**src/rtl/serial_adder.sv**
```systemverilog
// Bit-serial adder: one full-adder step per clock, LSB first.
// The full adder is built from two half adders and an OR of their carries.
// result is only meaningful while done is high and afterwards until the next accepted start.

module half_adder (
   input  logic i_x,
   input  logic i_y,
   output logic o_s,
   output logic o_c
);
   assign o_s = i_x ^ i_y;
   assign o_c = i_x & i_y;
endmodule

module serial_adder #(
   parameter int WIDTH = 8
) (
   input  logic             clk,
   input  logic             rst,
   input  logic             start,
   input  logic [WIDTH-1:0] a,
   input  logic [WIDTH-1:0] b,
   output logic             ready,
   output logic             busy,
   output logic             done,
   output logic [WIDTH:0]   result
);
   // The counter must be able to hold WIDTH without wrapping.
   localparam int CW = $clog2(WIDTH + 1);

   localparam logic [1:0] S_IDLE  = 2'd0;
   localparam logic [1:0] S_SHIFT = 2'd1;
   localparam logic [1:0] S_DONE  = 2'd2;

   logic [1:0]       r_state;
   logic [WIDTH-1:0] r_a;
   logic [WIDTH-1:0] r_b;
   logic [WIDTH-1:0] r_sum;
   logic             r_carry;
   logic [CW-1:0]    r_cnt;

   logic w_s1;
   logic w_c1;
   logic w_s2;
   logic w_c2;
   logic w_fa_carry;

   // First half adder combines the two operand bits.
   half_adder u_ha0 (
      .i_x (r_a[0]),
      .i_y (r_b[0]),
      .o_s (w_s1),
      .o_c (w_c1)
   );

   // Second half adder folds in the carry from the previous bit.
   half_adder u_ha1 (
      .i_x (w_s1),
      .i_y (r_carry),
      .o_s (w_s2),
      .o_c (w_c2)
   );

   // At most one of the two half-adder carries can be set, so OR is the full-adder carry.
   assign w_fa_carry = w_c1 | w_c2;

   // FSM and datapath: load on accepted start, one bit per SHIFT edge, single-cycle DONE.
   always_ff @(posedge clk) begin
      if (rst) begin
         r_state <= S_IDLE;
         r_a     <= '0;
         r_b     <= '0;
         r_sum   <= '0;
         r_carry <= 1'b0;
         r_cnt   <= '0;
      end else begin
         case (r_state)
            S_IDLE: begin
               if (start) begin
                  r_a     <= a;
                  r_b     <= b;
                  r_sum   <= '0;
                  r_carry <= 1'b0;
                  r_cnt   <= '0;
                  r_state <= S_SHIFT;
               end
            end
            S_SHIFT: begin
               // Sum bits enter from the top so the first (LSB) sum ends up in bit 0.
               r_a     <= r_a >> 1;
               r_b     <= r_b >> 1;
               r_sum   <= {w_s2, r_sum[WIDTH-1:1]};
               r_carry <= w_fa_carry;
               r_cnt   <= r_cnt + 1'b1;
               if (r_cnt == CW'(WIDTH - 1)) begin
                  r_state <= S_DONE;
               end
            end
            S_DONE: begin
               r_state <= S_IDLE;
            end
            default: begin
               r_state <= S_IDLE;
            end
         endcase
      end
   end

   assign ready  = (r_state == S_IDLE);
   assign busy   = (r_state == S_SHIFT) || (r_state == S_DONE);
   assign done   = (r_state == S_DONE);
   // The carry flop ends the operation holding the final carry out, which becomes the MSB.
   assign result = {r_carry, r_sum};

endmodule

```
**config.mk**
```make
export PLATFORM = sky130hd
export DESIGN_NAME = serial_adder
export DESIGN_NICKNAME = d
export VERILOG_FILES = /design/src/rtl/serial_adder.sv
export SDC_FILE = /design/constraint.sdc
export NUM_CORES = 1
export LEC_CHECK = 0
export ABC_AREA = 1
export CORE_MARGIN = 5
export CORE_UTILIZATION = 50
export DETAILED_ROUTE_END_ITERATION = 10
export GPL_TIMING_DRIVEN = 0
export MAX_ROUTING_LAYER = met4
export PLACE_DENSITY = 0.78
export SYNTH_ARGS = -nofsm -noshare
export SYNTH_HDL_FRONTEND = slang
export SYNTH_SLANG_ARGS = --single-unit
```
**constraint.sdc**
```tcl
create_clock -name clk -period 1.8 [get_ports clk]
set_input_delay 0.18 -clock clk [delete_from_list [all_inputs] [get_ports clk]]
set_output_delay 0.18 -clock clk [all_outputs]
set_load 0.02 [all_outputs]
```
# After elaboration in Yosys (flattened, before gate mapping)
# Index checks and enable logic that the tools add are counted.
# Widths: inputs -> output; s select.
# word_totals
ff_bits,31
input_bits,19
output_inout_bits,12
word_cells,35
# op_classes
n_addsub,1
n_eq_ne,5
muxes,13
bitwise_logic,5
n_reduce_logical,5
# ops
cell,n
$pmux 8 s2,3
$mux 8,3
$pmux 4 s2,1
$add 4x1->4 const B,1
$eq 4x3->1 const B,1
$mux 2,2
$mux 4,1
$ne 2x2->1 const B,2
$pmux 2 s2,1
$reduce_and 2->1,2
$and 1x1->1,2
$eq 2x1->1 const B,1
$eq 2x2->1 const B,1
$logic_not 2->1,1
$pmux 1 s2,1
$reduce_bool 2->1,1
$xor 1x1->1,2
$logic_or 1x1->1,1
$mux 1,1
$or 1x1->1,1

# Longest topological paths before layout
# depth
word_depth,4
mapped_depth,9
mapped_depth_nobuf,8

# Modules after synthesis
# Synthesis repeated with hierarchy kept, for this count alone.
# hier_totals
hier_cells,208
hier_area_um2,1451.4
# by_module_without_submodules
module,instances,cells_per_inst,area_per_inst_um2,seq_area_each_um2
serial_adder,1,206,1426.4,620.6
half_adder,2,1,12.5,0.0

# Worst setup path before layout
# Ideal clock, no wire load.
# synth_path
path_kind,flip-flop to flip-flop
from,register r_state[0]
to,register r_sum[4]
setup_ns,0.069
t_arrival_ns,1.427
t_required_ns,1.731
slack_ns,0.304
stages_incl_launch_ff,8
n_path_buf,2
period_less_slack_ns,1.496
path_cell_list,dfxtp_1 > inv_1 > ha_1 > buf_6 > o21ai_4 > buf_6 > nand2_2 > a21oi_2
# synth_via
elab_chain_cells,3
elab_cells_between_ends,6
cone_classes,eq/ne: 2; mux: 1; reduce/logical: 3
# synth_rtl
item,line,rtl
from (decl),35,logic [1:0] r_state;
from (signal assigned),70,r_state <= S_IDLE;
from (signal assigned),85,r_state <= S_SHIFT;
from (signal assigned),96,r_state <= S_DONE;
$logic_not 2->1 *,-,
net ready,23,"output logic ready,"
$ne 2x2->1 (no line) / $reduce_bool 2->1 (equally long branches),-,
$reduce_and 2->1 (no line),-,
to (signal assigned),92,"r_sum <= {w_s2, r_sum[WIDTH-1:1]};"
to (decl),38,logic [WIDTH-1:0] r_sum;
# The timed path passes the listed nets; every way through them passes the cells marked *.
# A chain may end at the register's enable or synchronous reset.

# Final worst setup path
# layout_path
from,register r_state[0]
to,output port done
# layout_via
elab_chain_cells,1
# layout_rtl
item,line,rtl
$eq 2x2->1,111,assign done = (r_state == S_DONE);
to (decl),25,"output logic done,"
# Every way passes these cells.

==> impl_results.md <==
* Vias per inst at 4.89
* DP Area at between 0.0015 and 0.002 sq mm
* Buffer and inverter count on the worst path at 2
* # clock sinks at 31
* Clk buf depth at 2
* Nets at 271
* Die width at ~65 um
* CTS tree: built
* DR pass1 iterations at 4
* Ys Warns at 0
* Delay-heaviest family, CP: buffers and inverters
* Area contributors post-synth: dfxtp_1 41%, nand2_1 17%, nor2_1 8.8%, o21ai_0 5.0%, ha_1 4.2%
* Nature of the critical path endpoint: output pin
* Post-Syn Nets at 234
* Worst Hold Depth at 3
* Area of the multi-input gates at 749 sq um
* RSZ-0062 raised after global routing: false
* Area Growth Syn to Fin at 27.3%
* Reg2reg start: r_state[0]
* Max_cap viols at 0
* Peak fanout along the critical path at 4
* Htree depth at 2
* Placer Congestion at 0.816
* Num CTS Buffers at 5
* Slew headroom at roughly 64%
* WP depth at 3
* Endpoints failing setup at 0
* Num ports at 31
* Core Region at 0.00281 sq mm
* Worst setup path endpoint: done
* Routed len/inst at 11.2 um
* Vias post-DR at roughly 1400
* Register area at 621 sq um
* Setup TNS at 0 ps
* Final std cell area, no fill at 0.00191 sq mm
* Critical Path Start: r_state[0]
* Crit-path slowest cell: clkdlybuf4s50_1
* Number of global-route vias before repair at 1244
* Crit Path Category: reg2out
* Distinct cells, synth at 19
* Routed Wire Length at about 3100 um
* Pin count of the biggest net entering global routing at 11
* Starting Density at 53.3%
* Setup slack, reg-to-reg at 210 ps
* # rows at 19
* GRT Residual Overflow at 0
* DRC viols at 0
* ANT nets after route at 0
* Period utilisation layout at 94.8%
* Clk_skew at 5.11 ps
* Die Y at approximately 65 um
* Clk root buf: clkbuf_4
* Worst VDD drop at 694 uV
* Pleak at 0.830 nW
* Yosys reg bits at 31
* Total GRT Usage at 17.3%
* Ant. Diodes at 0
* Max stage delay on crit path at 530 ps
* Required @ worst endpoint at 1620 ps
* Initial antenna violation count at 0
* Startpoint types: flip-flop
* Filler instances at 253
* IO buf count at 30
* Full die area at 0.00419 sq mm
* Sequential share of the synthesized area at between 40% and 50%
* Worst R2R End: r_sum[6]
* Commonest non-fill, non-tap cell in the layout: nand2_1
* Hold Crit Class: in2reg
* Synth area leader: dfxtp_1
* Detailed placer's ending HPWL at 2180 um
* Post-synth top area share at 41.5%
* Most frequent cells in the layout: 68 x nand2_1, 35 x nor2_1, 31 x dfxtp_1
* First-pass GRT wire length at 5450 um
* Pwr/cell area at about 1400 mW/mm^2
* Worst slew pin tran at 545 ps
* Max Clk Rate at 586 MHz
* Cells on worst reg2reg path at 7
* CTS clk-pin slew, worst paths at 90 ps
* Outcome: finished, final reports clean
* Final number of hold-violating endpoints at 0
* Initial DRC count at 74
* Proportion of layout cells with a drive suffix above 1 at 13.0%
* Slew Limit Fails at 0
* Mapped Cells at 209
* Crit path DAT at 1530 ps
* Worst skew pair latency at ~340 ps
* Worst-path cell chain: inv_1, ha_1, clkdlybuf4s50_1
* Netlist Area Pre-Place at 0.00150 sq mm
* CTS Hold Buffers Added at 0
* Avg Cell Area, Syn at slightly above 7 sq um
* Minimum clock period at 1710 ps
## metrics by stage
stage,setup WS [ps],cells,total power (W),utilization (%),hold WS [ps]
floorplan,304,209,0.00198,-,249
CTS,33.8,278,0.00277,67.8,406
global placement,246,270,0.00230,65.4,452
finish,94.3,278,0.00275,67.9,407
global route,18.4,278,0.00299,67.9,413
detailed placement,238,270,0.00232,65.4,456
## tightest hold or removal path, cell delays in order
cell	delay, ps
clkdlybuf4s50_1	390
nand3_1	70
a21oi_1	50
## report_power, final
| group | total (W) | switching [W] | internal [W] |
|---|---|---|---|
| logic | 0.00130 | 0.000792 | 0.000511 |
| registers | 0.000981 | 0.000102 | 0.000879 |
| clock network | 0.000470 | 0.000240 | 0.000230 |
| total | 0.00275 | 0.00113 | 0.00162 |
## area by class of cell
class / instances / share of cell area (%)
clock buffers: 8 / 3.61
flip-flops and latches: 31 / 32.6
inverters: 10 / 2.10
well taps: 31 / 2.04
plain buffers: 12 / 4.53
multi-input cells: 156 / 39.3
repair buffers: 30 / 15.8
## sequential cells by signal, summed over array words and instances, names as in the netlist
name     cells
r_a          8
r_carry      1
r_sum        8
r_b          8
r_state      2
r_cnt        4
## layer usage
| metal | wire length, um | track usage (%) |
|---|---|---|
| met3 | 176 | 4.32 |
| met4 | 71 | 9.50 |
| met1 | 1480 | 21.2 |
| met5 | 0 | - |
| met2 | 1370 | 25.9 |
## worst min-delay path by stage
stage | to | slack, ps | start
global placement | r_sum[0] | 450 | r_sum[0]
floorplan | r_a[7] | 250 | rst
detailed placement | r_sum[0] | 460 | r_sum[0]
finish | r_b[7] | 410 | b[7]
global route | r_b[7] | 410 | b[7]
CTS | r_b[7] | 410 | b[7]
## cells in the mapped netlist
| cell type | n |
|---|---|
| a21oi_1 | 11 |
| o21ai_0 | 15 |
| buf_2 | 3 |
| nand2_1 | 68 |
| nor2_1 | 35 |
| o21ai_4 | 1 |
| ha_1 | 5 |
| buf_1 | 1 |
| o21ai_2 | 1 |
| fa_1 | 1 |
| buf_4 | 4 |
| nand3_1 | 7 |
| inv_1 | 9 |
| clkbuf_1 | 1 |
| inv_4 | 1 |
| nand2_2 | 6 |
| a21oi_2 | 6 |
| dfxtp_1 | 31 |
| buf_6 | 3 |
## repair_timing
action                                  4_1_cts  5_1_grt
gates cloned                                  0        0
resized for setup                             1        1
endpoints found under the setup margin        1        1
buffers inserted                              0        0
pin swaps                                     0        0
## cell families (layout without fill, tap and decap cells)
kind of cell             Yosys count  in the layout  share of synthesized area (%)
adder cells (fa/ha/maj)            6              6                           5.52
AO/OA/AOI/OAI                     34             34                           13.9
AND/OR/NAND/NOR                  116            116                           30.7
flip-flops                        31             31                           41.5
buffers and inverters             22             60                           8.44
No activity file was read; power rests on OpenSTA's default activity.
